==> src/rtl/data_mem_arbiter_if.sv <==
// ---------------------------------------------------------------------------
// data_mem_arbiter_if
// Bundles the two master request buses and the single-port data memory bus
// served by data_mem_arbiter.
//
//   Master side (per master n = 0/1):
//     mN_req_i    access request
//     mN_we_i     1 = write, 0 = read
//     mN_be_i     byte enables, bit k covers data[8k+7:8k]
//     mN_addr_i   13-bit byte address
//     mN_wdata_i  write data
//     mN_lock_i   ask to keep ownership on the next cycle
//     mN_gnt_o    combinational grant, access happens this cycle
//     mN_rvalid_o one-cycle read data valid pulse
//     mN_rdata_o  registered read data
//   Memory side:
//     mem_write_o, mem_be_sel_o, mem_addr_o, mem_data_o  to the memory
//     mem_data_i                                       combinational read data
//
// Modports: slave = arbiter view, master = environment (masters + memory).
// ---------------------------------------------------------------------------
interface data_mem_arbiter_if;
   logic        m0_req_i;
   logic        m0_we_i;
   logic [3:0]  m0_be_i;
   logic [12:0] m0_addr_i;
   logic [31:0] m0_wdata_i;
   logic        m0_lock_i;
   logic        m0_gnt_o;
   logic        m0_rvalid_o;
   logic [31:0] m0_rdata_o;

   logic        m1_req_i;
   logic        m1_we_i;
   logic [3:0]  m1_be_i;
   logic [12:0] m1_addr_i;
   logic [31:0] m1_wdata_i;
   logic        m1_lock_i;
   logic        m1_gnt_o;
   logic        m1_rvalid_o;
   logic [31:0] m1_rdata_o;

   logic        mem_write_o;
   logic [3:0]  mem_be_sel_o;
   logic [12:0] mem_addr_o;
   logic [31:0] mem_data_o;
   logic [31:0] mem_data_i;

   modport slave (
      input  m0_req_i, m0_we_i, m0_be_i, m0_addr_i, m0_wdata_i, m0_lock_i,
      output m0_gnt_o, m0_rvalid_o, m0_rdata_o,
      input  m1_req_i, m1_we_i, m1_be_i, m1_addr_i, m1_wdata_i, m1_lock_i,
      output m1_gnt_o, m1_rvalid_o, m1_rdata_o,
      output mem_write_o, mem_be_sel_o, mem_addr_o, mem_data_o,
      input  mem_data_i
   );

   modport master (
      output m0_req_i, m0_we_i, m0_be_i, m0_addr_i, m0_wdata_i, m0_lock_i,
      input  m0_gnt_o, m0_rvalid_o, m0_rdata_o,
      output m1_req_i, m1_we_i, m1_be_i, m1_addr_i, m1_wdata_i, m1_lock_i,
      input  m1_gnt_o, m1_rvalid_o, m1_rdata_o,
      input  mem_write_o, mem_be_sel_o, mem_addr_o, mem_data_o,
      output mem_data_i
   );
endinterface

==> src/rtl/data_mem_arbiter.sv <==
// ---------------------------------------------------------------------------
// data_mem_arbiter
// Two-master arbiter in front of a single-port data memory with combinational
// read and clocked write. One access per cycle is granted combinationally; a
// granted read returns its data one cycle later with an rvalid pulse.
// A master may lock ownership for up to MAX_HOLD consecutive grants; when
// both masters contend without a lock the grant alternates.
//
// Ports:
//   clk_i  single clock, rising edge
//   rst_i  synchronous active-high reset
//   bus    data_mem_arbiter_if.slave (master buses + memory bus)
// Parameter:
//   MAX_HOLD  maximum consecutive locked grants to one master (2..255)
// ---------------------------------------------------------------------------
module data_mem_arbiter #(
   parameter int unsigned MAX_HOLD = 16
) (
   input  logic               clk_i,
   input  logic               rst_i,
   data_mem_arbiter_if.slave  bus
);

   localparam int unsigned DATA_W    = 32;
   localparam int unsigned ADDR_W    = 13;
   localparam logic [7:0]  HOLD_LAST = 8'(MAX_HOLD - 1);

   typedef enum logic [1:0] {
      IDLE = 2'd0,
      OWN0 = 2'd1,
      OWN1 = 2'd2
   } owner_t;

   owner_t              owner_q, owner_d;
   logic [7:0]          hold_q, hold_d;
   logic                gnt0, gnt1, any_gnt;
   logic                lock0_keep, lock1_keep;

   logic                sel_we;
   logic [3:0]          sel_be;
   logic [ADDR_W-1:0]   sel_addr;
   logic [DATA_W-1:0]   sel_wdata;

   logic [ADDR_W-1:0]   addr_p1;
   logic [DATA_W-1:0]   wdata_p1;
   logic                m0_vld_p1, m1_vld_p1;
   logic [DATA_W-1:0]   m0_rdata_p1, m1_rdata_p1;

   // Owner keeps the bus only while its locked run is still short of the limit.
   assign lock0_keep = (owner_q == OWN0) && bus.m0_req_i && bus.m0_lock_i && (hold_q < HOLD_LAST);
   assign lock1_keep = (owner_q == OWN1) && bus.m1_req_i && bus.m1_lock_i && (hold_q < HOLD_LAST);

   // ---- state register -------------------------------------------------
   always_ff @(posedge clk_i) begin
      if (rst_i) begin
         owner_q <= IDLE;
         hold_q  <= 8'd0;
      end else begin
         owner_q <= owner_d;
         hold_q  <= hold_d;
      end
   end

   // Grant selection and owner / hold-counter next state.
   always_comb begin
      gnt0    = 1'b0;
      gnt1    = 1'b0;
      owner_d = IDLE;
      hold_d  = 8'd0;
      if (!rst_i) begin
         if (lock0_keep) begin
            gnt0 = 1'b1;
         end else if (lock1_keep) begin
            gnt1 = 1'b1;
         end else if (bus.m0_req_i && bus.m1_req_i) begin
            // Contention: hand over to the master that did not own last.
            if (owner_q == OWN0) gnt1 = 1'b1;
            else                 gnt0 = 1'b1;
         end else if (bus.m0_req_i) begin
            gnt0 = 1'b1;
         end else if (bus.m1_req_i) begin
            gnt1 = 1'b1;
         end
      end

      // A locked re-grant that reached the limit (forced re-grant to a lone
      // requester) starts a fresh run, so the counter wraps to 0.
      if (gnt0) begin
         owner_d = OWN0;
         if ((owner_q == OWN0) && bus.m0_lock_i && (hold_q < HOLD_LAST))
            hold_d = hold_q + 8'd1;
      end else if (gnt1) begin
         owner_d = OWN1;
         if ((owner_q == OWN1) && bus.m1_lock_i && (hold_q < HOLD_LAST))
            hold_d = hold_q + 8'd1;
      end
   end

   assign any_gnt      = gnt0 | gnt1;
   assign bus.m0_gnt_o = gnt0;
   assign bus.m1_gnt_o = gnt1;

   // Granted master's request fields drive the memory bus.
   assign sel_we    = gnt1 ? bus.m1_we_i    : bus.m0_we_i;
   assign sel_be    = gnt1 ? bus.m1_be_i    : bus.m0_be_i;
   assign sel_addr  = gnt1 ? bus.m1_addr_i  : bus.m0_addr_i;
   assign sel_wdata = gnt1 ? bus.m1_wdata_i : bus.m0_wdata_i;

   assign bus.mem_write_o  = any_gnt & sel_we;
   assign bus.mem_be_sel_o = (any_gnt && sel_we) ? sel_be : 4'b0000;
   assign bus.mem_addr_o   = any_gnt ? sel_addr  : addr_p1;
   assign bus.mem_data_o   = any_gnt ? sel_wdata : wdata_p1;

   // ---- p0 -> p1: last driven memory address / data ----------------------
   always_ff @(posedge clk_i) begin
      if (any_gnt) begin
         addr_p1  <= sel_addr;
         wdata_p1 <= sel_wdata;
      end
   end

   // ---- p0 -> p1: read return -------------------------------------------
   always_ff @(posedge clk_i) begin
      if (rst_i) begin
         m0_vld_p1   <= 1'b0;
         m1_vld_p1   <= 1'b0;
         m0_rdata_p1 <= '0;
         m1_rdata_p1 <= '0;
      end else begin
         m0_vld_p1 <= gnt0 & ~bus.m0_we_i;
         m1_vld_p1 <= gnt1 & ~bus.m1_we_i;
         if (gnt0 && !bus.m0_we_i) m0_rdata_p1 <= bus.mem_data_i;
         if (gnt1 && !bus.m1_we_i) m1_rdata_p1 <= bus.mem_data_i;
      end
   end

   // Reset takes effect on the outputs immediately, so a read granted just
   // before reset never reports its data.
   assign bus.m0_rvalid_o = m0_vld_p1 & ~rst_i;
   assign bus.m1_rvalid_o = m1_vld_p1 & ~rst_i;
   assign bus.m0_rdata_o  = rst_i ? '0 : m0_rdata_p1;
   assign bus.m1_rdata_o  = rst_i ? '0 : m1_rdata_p1;

endmodule

==> src/flat_wrapper.sv <==
// flat-port wrapper written by rule: the top's interface ports become plain ports
module data_mem_arbiter_flat 
#(
   parameter int unsigned MAX_HOLD = 16
)
  (clk_i, rst_i, bus_m0_req_i, bus_m0_we_i, bus_m0_be_i, bus_m0_addr_i, bus_m0_wdata_i, bus_m0_lock_i, bus_m0_gnt_o, bus_m0_rvalid_o, bus_m0_rdata_o, bus_m1_req_i, bus_m1_we_i, bus_m1_be_i, bus_m1_addr_i, bus_m1_wdata_i, bus_m1_lock_i, bus_m1_gnt_o, bus_m1_rvalid_o, bus_m1_rdata_o, bus_mem_write_o, bus_mem_be_sel_o, bus_mem_addr_o, bus_mem_data_o, bus_mem_data_i);
  data_mem_arbiter_if bus_i ();
  input  logic clk_i;
  input  logic rst_i;
  input wire logic [$bits(bus_i.m0_req_i)-1:0] bus_m0_req_i;
  input wire logic [$bits(bus_i.m0_we_i)-1:0] bus_m0_we_i;
  input wire logic [$bits(bus_i.m0_be_i)-1:0] bus_m0_be_i;
  input wire logic [$bits(bus_i.m0_addr_i)-1:0] bus_m0_addr_i;
  input wire logic [$bits(bus_i.m0_wdata_i)-1:0] bus_m0_wdata_i;
  input wire logic [$bits(bus_i.m0_lock_i)-1:0] bus_m0_lock_i;
  output wire logic [$bits(bus_i.m0_gnt_o)-1:0] bus_m0_gnt_o;
  output wire logic [$bits(bus_i.m0_rvalid_o)-1:0] bus_m0_rvalid_o;
  output wire logic [$bits(bus_i.m0_rdata_o)-1:0] bus_m0_rdata_o;
  input wire logic [$bits(bus_i.m1_req_i)-1:0] bus_m1_req_i;
  input wire logic [$bits(bus_i.m1_we_i)-1:0] bus_m1_we_i;
  input wire logic [$bits(bus_i.m1_be_i)-1:0] bus_m1_be_i;
  input wire logic [$bits(bus_i.m1_addr_i)-1:0] bus_m1_addr_i;
  input wire logic [$bits(bus_i.m1_wdata_i)-1:0] bus_m1_wdata_i;
  input wire logic [$bits(bus_i.m1_lock_i)-1:0] bus_m1_lock_i;
  output wire logic [$bits(bus_i.m1_gnt_o)-1:0] bus_m1_gnt_o;
  output wire logic [$bits(bus_i.m1_rvalid_o)-1:0] bus_m1_rvalid_o;
  output wire logic [$bits(bus_i.m1_rdata_o)-1:0] bus_m1_rdata_o;
  output wire logic [$bits(bus_i.mem_write_o)-1:0] bus_mem_write_o;
  output wire logic [$bits(bus_i.mem_be_sel_o)-1:0] bus_mem_be_sel_o;
  output wire logic [$bits(bus_i.mem_addr_o)-1:0] bus_mem_addr_o;
  output wire logic [$bits(bus_i.mem_data_o)-1:0] bus_mem_data_o;
  input wire logic [$bits(bus_i.mem_data_i)-1:0] bus_mem_data_i;
  assign bus_i.m0_req_i = bus_m0_req_i;
  assign bus_i.m0_we_i = bus_m0_we_i;
  assign bus_i.m0_be_i = bus_m0_be_i;
  assign bus_i.m0_addr_i = bus_m0_addr_i;
  assign bus_i.m0_wdata_i = bus_m0_wdata_i;
  assign bus_i.m0_lock_i = bus_m0_lock_i;
  assign bus_m0_gnt_o = bus_i.m0_gnt_o;
  assign bus_m0_rvalid_o = bus_i.m0_rvalid_o;
  assign bus_m0_rdata_o = bus_i.m0_rdata_o;
  assign bus_i.m1_req_i = bus_m1_req_i;
  assign bus_i.m1_we_i = bus_m1_we_i;
  assign bus_i.m1_be_i = bus_m1_be_i;
  assign bus_i.m1_addr_i = bus_m1_addr_i;
  assign bus_i.m1_wdata_i = bus_m1_wdata_i;
  assign bus_i.m1_lock_i = bus_m1_lock_i;
  assign bus_m1_gnt_o = bus_i.m1_gnt_o;
  assign bus_m1_rvalid_o = bus_i.m1_rvalid_o;
  assign bus_m1_rdata_o = bus_i.m1_rdata_o;
  assign bus_mem_write_o = bus_i.mem_write_o;
  assign bus_mem_be_sel_o = bus_i.mem_be_sel_o;
  assign bus_mem_addr_o = bus_i.mem_addr_o;
  assign bus_mem_data_o = bus_i.mem_data_o;
  assign bus_i.mem_data_i = bus_mem_data_i;
  data_mem_arbiter #(.MAX_HOLD(MAX_HOLD)) u_core (.clk_i(clk_i), .rst_i(rst_i), .bus(bus_i));
endmodule
==> config.mk <==
export PLATFORM = sky130hd
export DESIGN_NAME = data_mem_arbiter_flat
export DESIGN_NICKNAME = d
export VERILOG_FILES = /design/src/rtl/data_mem_arbiter_if.sv /design/src/rtl/data_mem_arbiter.sv /design/src/flat_wrapper.sv
export SDC_FILE = /design/constraint.sdc
export NUM_CORES = 1
export LEC_CHECK = 0
export BUFFER_PORTS_ARGS = -buffer_cell sky130_fd_sc_hd__buf_2
export CAP_MARGIN = 0
export CORE_UTILIZATION = 47
export CTS_BUF_LIST = sky130_fd_sc_hd__clkbuf_8
export DETAILED_ROUTE_END_ITERATION = 16
export HOLD_SLACK_MARGIN = 0.05
export PLACE_DENSITY = 0.82
export REMOVE_ABC_BUFFERS = 1
export SLEW_MARGIN = 20
export SYNTH_ARGS = -nofsm -noshare
export SYNTH_HDL_FRONTEND = slang
export SYNTH_SLANG_ARGS = --single-unit
==> constraint.sdc <==
create_clock -name clk_i -period 1.9 [get_ports clk_i]
set_input_delay 0.095 -clock clk_i [delete_from_list [all_inputs] [get_ports clk_i]]
set_output_delay 0.095 -clock clk_i [all_outputs]
set_load 0.01 [all_outputs]
==> metrics.md <==
| Metric | Value |
|---|---|
| Area Overhead vs Synth | 75.19% |
| Delay-heaviest family, CP | compound AO/OA/AOI/OAI gates |
| H-tree depth reported by CTS | 4 |
| Max cap viols | 0 |
| CTS Sinks | 121 |
| Initial antenna violation count | 2 |
| Synth unique cells | 29 |
| Cell Int Power | 5.036 mW |
| Required @ worst endpoint | 1.80 ns |
| Post-synth top area share | around half |
| Worst path most repeated cell | a21oi_2 |
| Min Tclk post-route | approximately 2.6 ns |
| Share of layout cells above drive strength 1 | a little under half |
| Die height | around 110 µm |
| Ports | around 260 |
| CP max stage delay | roughly 0.36 ns |
| P_sw | between 2 and 2.5 mW |
| Final setup viols | 95 |
| CTS tree | built |
| Peak supply drop | 0.5080 mV |
| Via count | 6388 |
| Port Buffers | 255 |
| Count leader, synth | dfxtp_1 |
| Drt pass-1 iters | 9 |
| Hold crit path type | primary input to register |
| Yosys top cell by area | dfxtp_1 |
| Core outline area | 10320 µm² |
| Critical Path, Cell by Cell | nor4_4 -> and3b_2 -> o221ai_4 -> inv_4 -> buf_12 -> a21oi_2 -> a21oi_2 -> buf_2 |
| Final ANT Viol Nets | 0 |
| Synth top cells by count | 121 x dfxtp_1, 95 x a21oi_1, 69 x nor2b_1, 52 x nor2_1, 51 x nand2_1 |
| Sequential area share after synthesis | between 40 and 50% |
| Iteration-0 DRC Markers | 696 |
| Hold Vio Cnt, Final | 0 |
| Starting Density | slightly below 50% |
| Post-placement cell area | 6580 µm² |
| Gate Count Post-Synth | around 560 |
| Violated checks | negative setup slack |
| CP Capture Type | primary output |
| Site row count | 37 |
| Post-synth top flop | dfxtp_1 |
| Die Wd | about 110 µm |
| Gr usage total | 36.53% |
| Via/cell ratio | a little under 6 |
| GPL Wtd Cong | approximately 0.89 |
| DIE AREA | around 11000 µm² |
| Reg area | roughly 2400 µm² |
| Routed WL | 23330 µm |
| Layout Skew | 0.01500 ns |
| Clk pwr share | 38.6% |
| LEAKAGE | between 4 and 5 nW |
| Worst slew margin | a little under three fifths |
| Clock Latency Late Sink | ~0.44 ns |
| Combinational power share | between 20% and 30% |
| FILL cells | 498 |
| Number of global-route vias before repair | just over 6000 |
| Synth Cell Area | 4987 µm² |
| Crit-path max FO | 24 |
| Post-synth EDFFs | 0 |
| Detailed Place HPWL | around 11000 µm |
| Mean routed wirelength per cell | between 20 and 25 µm |
| Worst-case clock buffer depth | 2 |
| Clock slew at the register clock pins of the worst setup and hold paths | approximately 0.070 ns |
| Final slew viol count | 0 |
| PnR worst setup slack | -0.6967 ns |
| Sw frac | between 20 and 30% |
| WP buf/inv | 3 |
| CTS buffer count | 17 |
| Number of synthesized register bits | 121 |
| Fin crit share | 136.7% |
| Area of the multi-input gates | between 2000 and 3000 µm² |
| First-pass GRT wire length | just over 30000 µm |
| Slew @ Worst Pin | roughly 0.67 ns |
| Nets | 1087 |
| Worst setup SP type | register |
| Status | finished with violations |
| Core Util, Final | between 80% and 90% |
| Post-synth ARST share | 0% |
| Synth Warn # | 0 |
| Grt ovf | 0 |
| Setup TNS | -30.71 ns |
| Mean post-synth cell area | approximately 9.0 µm² |
| PwrDens | 809.1 nW/µm² |
| CP max stage cell | a21oi_2 |
| Largest net degree at the start of global routing | 46 |
| Max frequency | around 0.39 GHz |
| Reg power frac | 39.9% |
| Critical setup path kind | register to primary output |
| DRC violations left | 0 |
| WP data arrival | around 2.5 ns |
| RSZ-0062 raised after global routing | yes |
| Root buffer cell | clkbuf_8 |
| Post-Layout Inst Area | a little under 9000 µm² |
| Ranking of synthesized cells by area | dfxtp_1 49%, a21oi_1 9.5%, nor2b_1 8.7% |
logic make-up after synthesis:
group                    synth area share (%)
adder cells (fa/ha/maj)                0.2508
other                                 0.07519
AO/OA/AOI/OAI                           20.82
AND/OR/NAND/NOR                         18.24
flip-flops                              48.57
buffers and inverters                   4.466
XOR/XNOR                               0.3513
multiplexers                            7.225
worst paths after layout:
path | startpoint | endpoint | slack [ns] | depth (start not counted)
setup / recovery | u_core.hold_q[7] | bus_mem_data_o[14] | -0.70 | 8
hold / removal | bus_m1_addr_i[4] | u_core.addr_p1[4] | 0.14 | 3
setup reg to reg | u_core.hold_q[0] | u_core.wdata_p1[21] | -0.45 | 12
hold reg to reg | u_core.wdata_p1[5] | u_core.wdata_p1[5] | 0.49 | 2
timing repair:
action,CTS,global route
gates resized for setup,39,57
pin swaps,8,9
gates cloned,0,1
setup endpoints to repair,118,136
hold buffers,115,0
buffers inserted,14,3
endpoints found under the hold margin,108,0
power groups by stage:
stage	logic (mW)	clock network, mW	registers (mW)
floorplan	0.476	0	2.82
global placement	0.963	0	2.83
detailed placement	0.995	0	2.84
CTS	1.27	2.72	2.78
global route	1.58	2.87	2.83
finish	1.52	2.73	2.82
state kept, by name, indices dropped and copies added (netlist names):
register / count
u_core.m1_vld_p1: 1
u_core.hold_q: 8
u_core.addr_p1: 13
u_core.wdata_p1: 32
u_core.m1_rdata_p1: 32
u_core.owner_q: 2
u_core.m0_vld_p1: 1
u_core.m0_rdata_p1: 32
final cells by class:
| cell class | count | area share, % |
|---|---|---|
| Timing Repair Buffer | 412 | 33.62 |
| Multi-Input combinational cell | 390 | 31.00 |
| Sequential cell | 121 | 27.77 |
| Clock buffer | 18 | 2.835 |
| Clock inverter | 14 | 2.506 |
| Tap cell | 136 | 1.948 |
| Inverter | 6 | 0.2864 |
| Antenna cell | 1 | 0.02864 |
per-stage QoR:
step	power, mW	setup WS [ns]	hold slack [ns]	cells
floorplan	3.297	-2.181	0.2291	517
global placement	3.789	-0.1308	0.3269	932
detailed placement	3.832	-0.1848	0.3318	932
CTS	6.771	-0.4740	0.05445	1093
global route	7.277	-0.8496	0.1178	1097
finish	7.069	-0.6967	0.1379	1098
placed cells by master (no fill, tap or decap), types with 10 or more instances in the layout:
| cell type | instances |
|---|---|
| buf_2 | 253 |
| dfxtp_1 | 118 |
| dlygate4sd3_1 | 115 |
| nor2b_1 | 69 |
| a21oi_2 | 53 |
| nor2_1 | 51 |
| nand2_1 | 46 |
| a21oi_1 | 36 |
| o21a_1 | 33 |
| mux2_2 | 32 |
| buf_4 | 26 |
| a31o_1 | 19 |
| clkbuf_8 | 18 |
| a31o_2 | 12 |
| buf_12 | 12 |
| nand3_1 | 10 |
layer usage:
metal  track usage (%)  part of all wire [%]  vias to the layer above
li1                  -                     -                     2685
met1             38.31                    34                     2912
met2             62.54                    46                      580
met3             13.35                    12                      207
met4             21.73                   7.5                        4
met5                 0                 0.081                        -
tightest hold or removal path: stages:
cell     delay [ns]
buf_2          0.10
a21oi_1        0.16
a21oi_2        0.14
Note: power is estimated with default switching activity, not from simulation.
